<file path="config.mk">
export PLATFORM = sky130hd
export DESIGN_NAME = pin_walk_sequencer
export DESIGN_NICKNAME = d
export VERILOG_FILES = /design/src/rtl/pin_walk_sequencer_pkg.sv /design/src/rtl/btn_debounce.sv /design/src/rtl/pin_walk_sequencer.sv
export SDC_FILE = /design/constraint.sdc
export NUM_CORES = 1
export LEC_CHECK = 0
export ABC_AREA = 1
export CORE_MARGIN = 1
export CORE_UTILIZATION = 59
export DETAILED_ROUTE_END_ITERATION = 10
export GPL_TIMING_DRIVEN = 0
export PLACE_DENSITY = 0.8
export SKIP_LAST_GASP = 1
export SYNTH_ARGS = -nofsm -noshare
export SYNTH_HDL_FRONTEND = slang
export SYNTH_HIERARCHICAL = 1
export SYNTH_SLANG_ARGS = --single-unit
export TNS_END_PERCENT = 10
</file>
<file path="constraint.sdc">
create_clock -name CLK -period 3.1 [get_ports CLK]
set_clock_uncertainty 0.1 [all_clocks]
set_input_delay 0.465 -clock CLK [delete_from_list [all_inputs] [get_ports CLK]]
set_output_delay 0.465 -clock CLK [all_outputs]
set_load 0.03 [all_outputs]
</file>
<file path="src/rtl/pin_walk_sequencer_pkg.sv">
// Shared encodings for the pin walking-light sequencer: scheduler modes and walk direction.
package pin_walk_sequencer_pkg;

  typedef enum logic [1:0] {
    MODE_MANUAL = 2'd0,
    MODE_WALK   = 2'd1,
    MODE_BOUNCE = 2'd2
  } mode_e;

  localparam logic DIR_UP = 1'b0;
  localparam logic DIR_DN = 1'b1;

endpackage

</file>
<file path="src/rtl/btn_debounce.sv">
// Pushbutton front end: synchroniser, debounce, hold timer and SHORT/LONG press pulses.
module btn_debounce #(
  parameter int unsigned DEB_LOG2  = 16,
  parameter int unsigned LONG_LOG2 = 23
) (
  input  logic clk_i,
  input  logic rst_ni,
  input  logic btn_ni,
  output logic held_o,
  output logic short_evt_o,
  output logic long_evt_o
);

  localparam logic [DEB_LOG2-1:0] DebMax   = '1;
  localparam logic [LONG_LOG2:0]  HoldMax  = {1'b1, {LONG_LOG2{1'b0}}};
  localparam logic [LONG_LOG2:0]  HoldLast = HoldMax - 1'b1;

  logic [1:0]           sync_q, sync_d;
  logic [1:0]           settle_q, settle_d;
  logic                 armed_q, armed_d;
  logic                 held_q, held_d;
  logic [DEB_LOG2-1:0]  deb_cnt_q, deb_cnt_d;
  logic [LONG_LOG2:0]   hold_cnt_q, hold_cnt_d;
  logic                 long_done_q, long_done_d;
  logic                 short_q, short_d;
  logic                 press, release_evt;

  always_comb begin
    // Synchroniser stores the held level, so a cleared flop means released.
    sync_d   = {sync_q[0], ~btn_ni};
    settle_d = (settle_q == 2'd3) ? settle_q : settle_q + 2'd1;
    // A button held through reset must be seen released before it can count as a press.
    armed_d  = armed_q | ((settle_q == 2'd3) & ~sync_q[1]);

    held_d    = held_q;
    deb_cnt_d = '0;
    if (sync_q[1] != held_q) begin
      if (deb_cnt_q == DebMax) begin
        if (armed_q) held_d = sync_q[1];
      end else begin
        deb_cnt_d = deb_cnt_q + 1'b1;
      end
    end

    press       = held_d & ~held_q;
    release_evt = held_q & ~held_d;

    hold_cnt_d = hold_cnt_q;
    if (press) begin
      hold_cnt_d = '0;
    end else if (held_q && (hold_cnt_q != HoldMax)) begin
      hold_cnt_d = hold_cnt_q + 1'b1;
    end

    long_evt_o  = held_q & (hold_cnt_q == HoldLast);
    long_done_d = press ? 1'b0 : (long_done_q | long_evt_o);
    short_d     = release_evt & ~long_done_q & ~long_evt_o;
  end

  always_ff @(posedge clk_i or negedge rst_ni) begin
    if (!rst_ni) begin
      sync_q      <= '0;
      settle_q    <= '0;
      armed_q     <= 1'b0;
      held_q      <= 1'b0;
      deb_cnt_q   <= '0;
      hold_cnt_q  <= '0;
      long_done_q <= 1'b0;
      short_q     <= 1'b0;
    end else begin
      sync_q      <= sync_d;
      settle_q    <= settle_d;
      armed_q     <= armed_d;
      held_q      <= held_d;
      deb_cnt_q   <= deb_cnt_d;
      hold_cnt_q  <= hold_cnt_d;
      long_done_q <= long_done_d;
      short_q     <= short_d;
    end
  end

  assign held_o      = held_q;
  assign short_evt_o = short_q;

endmodule

</file>
<file path="src/rtl/pin_walk_sequencer.sv">
// One-hot walking light on NPINS outputs with manual, auto-walk and auto-bounce scheduling.
module pin_walk_sequencer
  import pin_walk_sequencer_pkg::*;
#(
  parameter int unsigned NPINS     = 24,
  parameter int unsigned LOG2DELAY = 20,
  parameter int unsigned DEB_LOG2  = 16,
  parameter int unsigned LONG_LOG2 = 23
) (
  input  logic             CLK,
  input  logic             RST_N,
  input  logic             BTN_N,
  output logic [NPINS-1:0] PINS,
  output logic [4:0]       POS,
  output logic [1:0]       MODE,
  output logic             DIR,
  output logic             LEDG_N
);

  localparam logic [4:0] PosLast   = 5'(NPINS - 1);
  localparam logic [4:0] PosPenult = 5'(NPINS - 2);

  mode_e                mode_q, mode_d;
  logic                 dir_q, dir_d;
  logic [4:0]           pos_q, pos_d;
  logic [LOG2DELAY-1:0] tick_q, tick_d;
  logic                 held, short_evt, long_evt;
  logic                 tick, step;

  btn_debounce #(
    .DEB_LOG2 (DEB_LOG2),
    .LONG_LOG2(LONG_LOG2)
  ) u_btn (
    .clk_i      (CLK),
    .rst_ni     (RST_N),
    .btn_ni     (BTN_N),
    .held_o     (held),
    .short_evt_o(short_evt),
    .long_evt_o (long_evt)
  );

  always_comb begin
    mode_d = mode_q;
    dir_d  = dir_q;
    pos_d  = pos_q;
    tick_d = tick_q + 1'b1;
    step   = 1'b0;
    tick   = (mode_q != MODE_MANUAL) && (tick_q == '1);

    if (long_evt) begin
      tick_d = '0;
      unique case (mode_q)
        MODE_MANUAL: mode_d = MODE_WALK;
        MODE_WALK:   mode_d = MODE_BOUNCE;
        default:     mode_d = MODE_MANUAL;
      endcase
    end else if (mode_q == MODE_MANUAL) begin
      tick_d = '0;
      step   = short_evt;
    end else begin
      // Reversal takes effect before a coincident tick step.
      if (short_evt) dir_d = ~dir_q;
      step = tick;
    end

    if (step) begin
      if ((mode_q == MODE_BOUNCE) && (dir_d == DIR_UP) && (pos_q == PosLast)) begin
        dir_d = DIR_DN;
        pos_d = PosPenult;
      end else if ((mode_q == MODE_BOUNCE) && (dir_d == DIR_DN) && (pos_q == 5'd0)) begin
        dir_d = DIR_UP;
        pos_d = 5'd1;
      end else if (dir_d == DIR_UP) begin
        pos_d = (pos_q == PosLast) ? 5'd0 : pos_q + 5'd1;
      end else begin
        pos_d = (pos_q == 5'd0) ? PosLast : pos_q - 5'd1;
      end
    end
  end

  always_ff @(posedge CLK or negedge RST_N) begin
    if (!RST_N) begin
      mode_q <= MODE_MANUAL;
      dir_q  <= DIR_UP;
      pos_q  <= '0;
      tick_q <= '0;
    end else begin
      mode_q <= mode_d;
      dir_q  <= dir_d;
      pos_q  <= pos_d;
      tick_q <= tick_d;
    end
  end

  always_comb begin
    PINS = '0;
    for (int i = 0; i < NPINS; i++) begin
      PINS[i] = (pos_q == 5'(i));
    end
  end

  assign POS    = pos_q;
  assign MODE   = mode_q;
  assign DIR    = dir_q;
  assign LEDG_N = ~held;

endmodule

</file>
==> results.cfg <==
[power]
max-vdd-ir-drop_mv = 0.2488
p_leak_nw = 2.572
power_density_mw_per_mm2 = 334.9

[sta]
grt_setup_unrepaired = false
setup_violations = 0
relSlewSlack_pct = 71.37
slew_viol_final = 0
hold_viol = 0
fin_crit_sh_pct = 91.33
max_clock_freq_mhz = 353.2
worst_pin_slew_ns = 0.4259
period_needed_ns = 2.831

[setup_path]
path_delay_family = buffers and inverters
crit_path_end_kind = primary output
crit_type = register to primary output
crit_start = POS[0]
worst_ep_arrival_time_ns = 2.27
r2r_start = u_btn/hold_cnt_q[0]
path_max_fanout = 9
cp_num_buf_inv = 4
slowest_delay_ns = 0.68
crit_required_ns = 2.53
path_cells = inv_1 -> ha_1 -> inv_1 -> nor2_1 -> nand2_1 -> inv_1 -> clkdlybuf4s50_1
cpMaxStageDelayCell = clkdlybuf4s50_1
crit_path_frequent_cell = inv_1
start_kind = register

[yosys]
syn-num-nets = 675
ys_top_cells_by_area = dfrtp_1 39%, nand2_1 13%, nor2_1 8.7%
synth_edf_count = 0
ys_types = 40
avgSynthCellArea_um2 = 7.286
synth-seq-area-share_pct = 39.49
syn_area_mm2 = 0.004816
ys.warnings.count = 6
async_flop_share_pct = 100.0
netlist_instances = 661
yosys.area.top_type = dfrtp_1
synth_seq_cells = 76
synth_top_area_share_pct = 39.49
synth_ff_type = dfrtp_1

[clock_tree]
cts_max_path_buffers = 2
numCtsBuffers = 9
cts_tree = yes
clk_root_buffer_cell = clkbuf_8
clock_latency_ns = 0.34
cts_max_level = 3
clkSlewWorstSetupHoldPaths_ns = 0.08
post_cts_buffers = 0
clock-sinks = 76

[die]
fp.dieH_um = 92.35
die_w_um = 92.35
io_pins = 36
fp-row-count = 32
start_util_pct = 61.68
coreArea_mm2 = 0.007807
die_area_mm2 = 0.008528

[global_route]
grt_overflow_total = 0
grt_max_degree = 56
grt_pass1_vias = 4097
grtUsageTotal_pct = 26.55
antenna_found_initial = 0
grt_pass1_wl_um = 18240

[layout]
fillers = 664
antenna_cells = 0
syn_to_final_growth_pct = 15.28
final_core_util_pct = 71.11
drive_gt1_share_pct = 11.06
design_area_mm2 = 0.005552
final_net_count = 723

[detailed_routing]
viasPerCell = 5.412
vias = 4416
route.final.wire_length_um = 10410
first_pass_iters = 5
drc = 0
antenna_left = 0
drt_first_iter_violations = 243
avgRoutedWirePerCell_um = 12.75

[place]
numPortBuffers = 35
gp_congestion = 0.9508
placedInstanceArea_mm2 = 0.005319
dp_hpwl_um = 7794

[worst_hold_path]
worstHoldStart = u_btn/sync_q[0]
min_path_type = register to register

[job]
drv_cap = 0

[outcome]
status = completed
[metal layers]
metal	vias up	global-route usage (%)	part of all wire (%)
met1	2076	37.08	47
met4	0	7.161	0.87
met5	-	0	0
met3	8	4.762	4.5
li1	2220	-	-
met2	112	42.59	47
[final timing paths]
path	endpoint	slack, ns	depth (start not counted)
max in group asynchronous	u_btn/hold_cnt_q[18]	1.87	3
worst max-delay path	PINS[0]	0.27	7
worst min register to register	u_btn/sync_q[1]	0.25	0
min in group asynchronous	u_btn/hold_cnt_q[14]	0.46	2
worst max register to register	POS[4]	0.44	12
worst min-delay path	u_btn/sync_q[1]	0.25	0
[synthesized netlist by cell type, types with 2 or more instances]
cell type	count
buf_6	6
nor2_1	111
inv_1	70
nor3b_1	2
nand4_1	19
nand3_1	68
o21bai_1	4
nand2_1	163
or2_2	2
nand3_2	5
o21ai_0	17
nor2_2	9
nor3_1	12
a31oi_1	4
ha_1	11
o21ai_2	5
a21oi_1	13
nand2_4	4
dfrtp_1	76
nand2_2	9
inv_2	7
buf_2	4
xnor2_1	5
nor2_4	4
nand3b_1	2
o21ai_1	4
xor2_1	12
[kinds of logic after synthesis]
group                    Yosys count  share of synthesized area, %
AO/OA/AOI/OAI                     51                         6.184
XOR/XNOR                          17                         3.092
AND/OR/NAND/NOR                  416                         40.06
adder cells (fa/ha/maj)           11                         2.858
multiplexers                       1                        0.2338
flip-flops                        76                         39.49
buffers and inverters             89                         8.080
[per-stage QoR]
stage	setup WS, ns	total power (W)	std cells	hold slack [ns]	TNS [ns]
6_report	0.2688	0.001859	816	0.2539	0
5_1_grt	0.1616	0.001928	816	0.2574	0
4_1_cts	0.2634	0.001887	816	0.2555	0
3_5_place_dp	0.2987	0.001058	799	0.2355	0
3_3_place_gp	-1.204	0.001053	798	0.2334	-91.19
2_1_floorplan	0.8411	0.001028	661	0.06941	0
[flip-flops by register name, indices dropped and copies added (netlist names), 2 cells and up]
name / flops
u_btn/sync_q: 2
tick_q: 20
u_btn/hold_cnt_q: 24
u_btn/settle_q: 2
MODE: 2
POS: 5
u_btn/deb_cnt_q: 16
[timing repair]
item,4_1_cts,5_1_grt
resized for setup,0,1
endpoints found under the setup margin,0,6
hold buffers,1,0
endpoints found under the hold margin,21,0
[area by class of cell]
| class | instances | area (um^2) | share of cell area (%) |
|---|---|---|---|
| plain buffers | 11 | 95.09 | 1.713 |
| clock buffers | 11 | 131.4 | 2.366 |
| clock inverters | 5 | 85.08 | 1.533 |
| inverters | 78 | 294.0 | 5.296 |
| multi-input cells | 496 | 2531 | 45.59 |
| flip-flops and latches | 76 | 1902 | 34.26 |
| well taps | 102 | 127.6 | 2.299 |
| repair buffers | 37 | 385.4 | 6.942 |
[report_power, final]
part / total, W / switching [W] / internal, W / leakage [nW]
combinational: 0.0000400 / 0.0000290 / 0.0000110 / 1.43
clock: 0.000822 / 0.000364 / 0.000459 / 0.104
sequential: 0.000997 / 0.00000256 / 0.000995 / 1.04
[placed cells by master (no fill, tap or decap), drive strengths merged, types with 19 or more instances in the layout]
cell           count
nand4             19
dfrtp             76
nand3             74
nand2            177
inv               78
o21ai             26
clkdlybuf4s50     34
nor2             125
(Power assumes the default switching activity.)
